File: src/rtl/route_lookup_engine.sv
// route_lookup_engine: BCAM lookup, 4-word entry burst read and header rewrite toward the encoder.
// Define ROUTE_LOOKUP_MISS_DROP_EN to turn BCAM misses into drop records instead of default-hop forwards.
module route_lookup_engine #(
  parameter int MEMDBITS      = 9,
  parameter int HOP_BITS      = 3,
  parameter int RD_LAT        = 1,
  parameter int MATCH_TIMEOUT = 16,
  parameter int DEFAULT_HOP   = 0
) (
  input  logic                clk,
  input  logic                resetn,
  input  logic                f_drop,
  input  logic                dec_valid,
  output logic                dec_ready,
  input  logic [47:0]         dec_dest_addr,
  input  logic [47:0]         dec_src_addr,
  input  logic [31:0]         dec_ip_dest_addr,
  input  logic [31:0]         dec_ip_src_addr,
  input  logic [15:0]         dec_udp_dest_port,
  input  logic [15:0]         dec_udp_src_port,
  output logic                match_enable,
  output logic [47:0]         match_key,
  input  logic                match_found,
  input  logic [MEMDBITS-1:0] match_addr,
  output logic                read_enable,
  output logic [MEMDBITS-1:0] read_address,
  input  logic [31:0]         read_data,
  output logic                enc_valid,
  input  logic                enc_ready,
  output logic [47:0]         enc_dest_addr,
  output logic [47:0]         enc_src_addr,
  output logic [31:0]         enc_ip_dest_addr,
  output logic [31:0]         enc_ip_src_addr,
  output logic [15:0]         enc_udp_dest_port,
  output logic [15:0]         enc_udp_src_port,
  output logic                enc_drop,
  output logic [HOP_BITS-1:0] enc_next_hop,
  output logic [15:0]         miss_count
);
  typedef enum logic [2:0] {IDLE, MATCH, READ, OUT, DROP} st_e;
  typedef struct packed {
    st_e                 st;
    logic [7:0]          tmo;
    logic [RD_LAT-1:0]   rv;
    logic [2:0]          iss;
    logic [1:0]          cap;
    logic                me;
    logic                re;
    logic [MEMDBITS-1:0] addr;
    logic [47:0]         key;
    logic [31:0]         ip;
    logic [15:0]         port;
    logic                ev;
    logic                drop;
    logic [47:0]         dst;
    logic [47:0]         src;
    logic [31:0]         ipd;
    logic [31:0]         ips;
    logic [15:0]         udpd;
    logic [15:0]         udps;
    logic [HOP_BITS-1:0] hop;
    logic [15:0]         miss;
  } regs_t;
  regs_t r_q, r_d;
  // rv tracks issued reads so a return is captured exactly RD_LAT cycles after its strobe
  always_comb begin
    r_d = r_q;
    r_d.rv = RD_LAT'({r_q.rv, r_q.re});
    case (r_q.st)
      IDLE: if (dec_valid) begin
        r_d.st   = MATCH;
        r_d.me   = 1'b1;
        r_d.tmo  = '0;
        r_d.key  = dec_dest_addr;
        r_d.ip   = dec_ip_dest_addr;
        r_d.port = dec_udp_dest_port;
        r_d.dst  = dec_dest_addr;
        r_d.src  = dec_src_addr;
        r_d.ipd  = dec_ip_dest_addr;
        r_d.ips  = dec_ip_src_addr;
        r_d.udpd = dec_udp_dest_port;
        r_d.udps = dec_udp_src_port;
      end
      MATCH: if (match_found) begin
        r_d.st   = READ;
        r_d.me   = 1'b0;
        r_d.re   = 1'b1;
        r_d.addr = match_addr + MEMDBITS'(1);
        r_d.iss  = 3'd1;
        r_d.cap  = 2'd0;
      end else if (r_q.tmo == 8'(MATCH_TIMEOUT - 1)) begin
        r_d.me   = 1'b0;
        r_d.ev   = 1'b1;
        r_d.miss = &r_q.miss ? r_q.miss : r_q.miss + 16'd1;
`ifdef ROUTE_LOOKUP_MISS_DROP_EN
        r_d.st   = DROP;
        r_d.drop = 1'b1;
        r_d.hop  = '0;
`else
        r_d.st   = OUT;
        r_d.hop  = HOP_BITS'(DEFAULT_HOP);
`endif
      end else r_d.tmo = r_q.tmo + 8'd1;
      READ: begin
        r_d.re   = r_q.iss != 3'd4;
        r_d.iss  = r_q.iss == 3'd4 ? r_q.iss : r_q.iss + 3'd1;
        r_d.addr = r_q.iss == 3'd4 ? r_q.addr : r_q.addr + MEMDBITS'(1);
        if (r_q.rv[RD_LAT-1]) begin
          r_d.cap = r_q.cap + 2'd1;
          case (r_q.cap)
            2'd0: r_d.ipd = read_data;
            2'd1: r_d.dst[47:16] = read_data;
            2'd2: begin
              r_d.dst[15:0] = read_data[31:16];
              r_d.udpd      = read_data[15:0];
            end
            default: begin
              r_d.hop = read_data[HOP_BITS-1:0];
              r_d.st  = OUT;
              r_d.ev  = 1'b1;
            end
          endcase
        end
      end
      default: if (enc_ready) begin
        r_d.st   = IDLE;
        r_d.ev   = 1'b0;
        r_d.drop = 1'b0;
      end
    endcase
    if (f_drop && (r_q.st == MATCH || r_q.st == READ)) begin
      r_d.st   = DROP;
      r_d.me   = 1'b0;
      r_d.re   = 1'b0;
      r_d.rv   = '0;
      r_d.ev   = 1'b1;
      r_d.drop = 1'b1;
      r_d.hop  = '0;
      r_d.dst  = r_q.key;
      r_d.ipd  = r_q.ip;
      r_d.udpd = r_q.port;
    end
  end
  always_ff @(posedge clk or negedge resetn)
    if (!resetn) r_q <= '0;
    else r_q <= r_d;
  assign dec_ready         = r_q.st == IDLE;
  assign match_enable      = r_q.me;
  assign match_key         = r_q.key;
  assign read_enable       = r_q.re;
  assign read_address      = r_q.addr;
  assign enc_valid         = r_q.ev;
  assign enc_dest_addr     = r_q.dst;
  assign enc_src_addr      = r_q.src;
  assign enc_ip_dest_addr  = r_q.ipd;
  assign enc_ip_src_addr   = r_q.ips;
  assign enc_udp_dest_port = r_q.udpd;
  assign enc_udp_src_port  = r_q.udps;
  assign enc_drop          = r_q.drop;
  assign enc_next_hop      = r_q.hop;
  assign miss_count        = r_q.miss;
endmodule

File: config.mk
export PLATFORM = sky130hd
export DESIGN_NAME = route_lookup_engine
export DESIGN_NICKNAME = d
export VERILOG_FILES = /design/src/rtl/route_lookup_engine.sv
export SDC_FILE = /design/constraint.sdc
export NUM_CORES = 1
export LEC_CHECK = 0
export ABC_CLOCK_PERIOD_IN_PS = 2500
export BUFFER_PORTS_ARGS = -buffer_cell sky130_fd_sc_hd__buf_2
export CORE_MARGIN = 2
export CORE_UTILIZATION = 45
export CTS_CLUSTER_DIAMETER = 80
export DETAILED_ROUTE_END_ITERATION = 7
export PLACE_DENSITY_LB_ADDON = 0.25
export SLEW_MARGIN = 30
export SYNTH_ARGS = -nofsm -noshare
export SYNTH_HDL_FRONTEND = slang
export SYNTH_SLANG_ARGS = --single-unit
File: constraint.sdc
create_clock -name clk -period 2.5 [get_ports clk]
set_clock_uncertainty 0.1 [all_clocks]
set_input_delay 0.5 -clock clk [delete_from_list [all_inputs] [get_ports clk]]
set_output_delay 0.5 -clock clk [all_outputs]
set_load 0.02 [all_outputs]
==> results.md <==
- Setup TNS: 0 ps
- P&R area growth vs syn: 15.84%
- Fin nets: ~1900
- Simple-Gate Fraction of Synth Area: approximately 5.2%
- Placed cell area: 0.01825 mm^2
- RSZ-0062 raised after global routing: false
- Ys flop type: dfrtp_1
- Final worst path period need: ~2400 ps
- Most frequent cells in the layout: buf_2 (510), dfrtp_1 (337), mux2_2 (290), a221o_1 (96), clkbuf_16 (39)
- H-tree lvl count: 2
- Synth Area in Compound Gates: 8.152%
- Async SR Flop Fraction: 100.0%
- IO buf count: 511
- Post-CTS Setup Bufs: 0
- Worst path cell trace: buf_4 > nor3_1 > buf_4 > buf_2
- Io pins: 512
- R2r setup slk: 240 ps
- Critical hold path startpoint: dec_ip_src_addr[15]
- Post-synthesis net count: 1575
- Num CTS Buffers: 38
- Post-synth top area share: 50.13%
- Final count of hold timing violations: 0
- Synth warnings: 0
- WS Path Type: register to output port
- Mapped Area: 0.01682 mm^2
- Clock group share of total power: 20.1%
- GRT Total Usage: 22.13%
- Layout Utilization: 53.10%
- Synth unique cells: 54
- CTS Root Cell: clkbuf_16
- Total gr overflow: 0
- CP startpoint kind: register
- Final instance area: between 0.015 and 0.02 mm^2
- R2R depth: 9
- Synth Register Bits: 337
- Period utilisation layout: 94.30%
- First-pass GRT wire length: 66840 um
- Relative slew slack: 59.14%
- Biggest area consumer among synthesized cells: dfrtp_1
- Switching Share: 38.06%
- Leakage: 9.422 nW
- Sequential share of power: about a third
- Height of the die: about 200 um
- Pins over their slew limit: 0
- Outcome: complete, no violations
- CP max stage cell: dfrtp_1
- Longest Clk Path Bufs: 3
- Mux cell area share after synthesis: 19.86%
- Setup violations, final: 0
- # DRC: 0
- Worst min path class: input port to register
- Total die area: 0.03894 mm^2
- RR Endpoint: read_address[6]$_DFFE_PN0P_
- WP buf/inv: 3
- Clk_lat worst skew: 510 ps
- Clock-pin slew of the registers on the worst-case setup and hold paths: 60 ps
- CP arrival: 1760 ps
- Slowest stage delay, CP: around 460 ps
- Routed WL: 44140 um
- Worst R2R Start: r_q[336]$_DFFE_PN0P_
- WHS Path Cells: 2
- Fmax: 424.2 MHz
- CP Max Fanout: 12
- Main combinational cell family by area after synthesis: multiplexers
- Synth area leaders: dfrtp_1 (50%), mux2_2 (19%), buf_4 (13%)
- Initial antenna violation count: 6
- Adder-Cell Fraction of Synth Area: less than 1%
- Crit. End Element: output port
- Worst slew pin tran: 613.0 ps
- # clock sinks: about 340
- Worst path top cell family by delay: buffers and inverters
- CTS tree: yes
- Die X: 197.3 um
- Core area: 0.03670 mm^2
- Internal Power: between 15 and 20 mW
- RePlAce Congestion: 0.8051
- Via count: 11150
- Layout cell share with drive strength beyond 1: 57.15%
- Initial Util: a little under half
- Worst Hold Path EP: enc_ip_src_addr[15]$_DFFE_PN0P_
- Maximum vdd drop: about 0.80 mV
- # fillers: approximately 3200
- DR vias/cell: 5.311
- Combinational Power Share: 45.2%
- CP most frequent cell: buf_4
- Number of synthesized flops with an enable pin: 0
- Vias in the first global route: 11530
- Syn_area_per_cell: 12.68 um^2
- Drt wl/cell: 21.03 um
- Core Rows: 70
- ANT nets after route: 0
- Xor and xnor area share after synthesis: 1.302%
- Largest net degree at the start of global routing: 70
- Post-Syn Instances: 1327
- DPL Wire Length: 32380 um
- NetSw: about 10 mW
- DRT iter0 DRCs: 427
- Max-Cap Viols: 0
- Sequential area share after synthesis: approximately 50%
- Most common cell after layout, fill and taps aside: buf_2
- P per Cell Area: 1386 mW/mm^2
- Crit path depth: 4
- Worst EP required: 1900 ps
- TritonRoute pass-1 iters: 5
==> cell type report <==
class | count | area [um^2] | share of cell area (%)
antenna | 2 | 5.005 | 0.02568
clock buffer | 57 | 1134 | 5.817
clock inverter | 10 | 83.83 | 0.4302
inverter | 13 | 48.80 | 0.2504
multi-input combinational | 643 | 5941 | 30.49
sequential | 337 | 8433 | 43.28
tap | 468 | 585.6 | 3.005
timing repair buffer | 569 | 3256 | 16.71
==> worst max-delay path by stage <==
stage | startpoint | end
floorplan | r_q[335]$_DFFE_PN0P_ | read_address[6]$_DFFE_PN0P_
finish | r_q[335]$_DFFE_PN0P_ | dec_ready
CTS | r_q[335]$_DFFE_PN0P_ | dec_ready
detailed placement | r_q[335]$_DFFE_PN0P_ | miss_count[9]$_DFFE_PN0P_
global placement | r_q[336]$_DFFE_PN0P_ | read_address[6]$_DFFE_PN0P_
global route | r_q[335]$_DFFE_PN0P_ | dec_ready
==> stage by stage <==
step | power [mW] | worst slack (ps) | hold WS, ps | std cells
after global placement | 21.43 | 294.8 | 363.6 | 2029
after CTS | 27.30 | 107.7 | 84.28 | 2097
after detailed placement | 21.75 | 266.8 | 369.3 | 2029
final | 27.01 | 142.6 | 111.9 | 2099
after global routing | 28.50 | 34.08 | 84.66 | 2098
after floorplan | 19.96 | 12.74 | 104.4 | 1327
==> power by group through the flow <==
stage / Combinational, mW / Sequential [mW] / Clock [mW]
after global routing: 13.0 / 9.69 / 5.80
after CTS: 12.4 / 9.35 / 5.58
after detailed placement: 12.3 / 9.41 / 0
after global placement: 12.1 / 9.32 / 0
final: 12.2 / 9.37 / 5.43
after floorplan: 10.9 / 9.03 / 0
==> sequential cells by signal (all words and copies together), names as in the netlist <==
signal	flops
r_q	65
enc_dest_addr	48
enc_src_addr	48
match_key	48
enc_ip_dest_addr	32
enc_ip_src_addr	32
enc_udp_dest_port	16
enc_udp_src_port	16
miss_count	16
read_address	9
enc_next_hop	3
enc_drop	1
enc_valid	1
match_enable	1
read_enable	1
==> synth_stat cells (7+ instances only) <==
library cell  count
nor2_1           23
o21ai_0          15
clkbuf_1         20
inv_1            13
xnor2_1          13
mux2_2          290
a221o_1          96
buf_6            12
a21oi_1          15
nand2_1          33
buf_2            20
nand4_1           9
nand3_1          19
nor3_1            7
xor2_1           12
buf_4           282
dfrtp_1         337
ha_1              9
and2_1           34
and3_1           10
==> cells by family after synthesis <==
family	count (synthesis)
buf+inv	347
flops	337
mux	297
simple gates	158
compound gates	154
xor+xnor	25
fa+ha+maj	9
==> timing repair <==
| item | in CTS | in global routing |
|---|---|---|
| hold buffers | 1 | 0 |
| gates resized for setup | 0 | 0 |
| hold endpoints to repair | 55 | 0 |
==> metal layers <==
metal  track usage, %  vias up  share of wire [%]
li1                 -     5052                  -
met1            27.76     5649                 40
met2            37.23      359                 50
met3            6.351       77                7.2
met4            6.433       10                2.6
met5                0        -               0.14
==> worst register-to-register path: stages (launching register included) <==
cell	delay (ps)
dfrtp_1	390
nor2_2	190
and2_1	210
nand2_1	70
nand2_1	90
ha_1	240
nand3_1	150
or4b_1	490
a21oi_1	160
a221oi_1	60
Note: power is estimated with default switching activity, not from simulation.
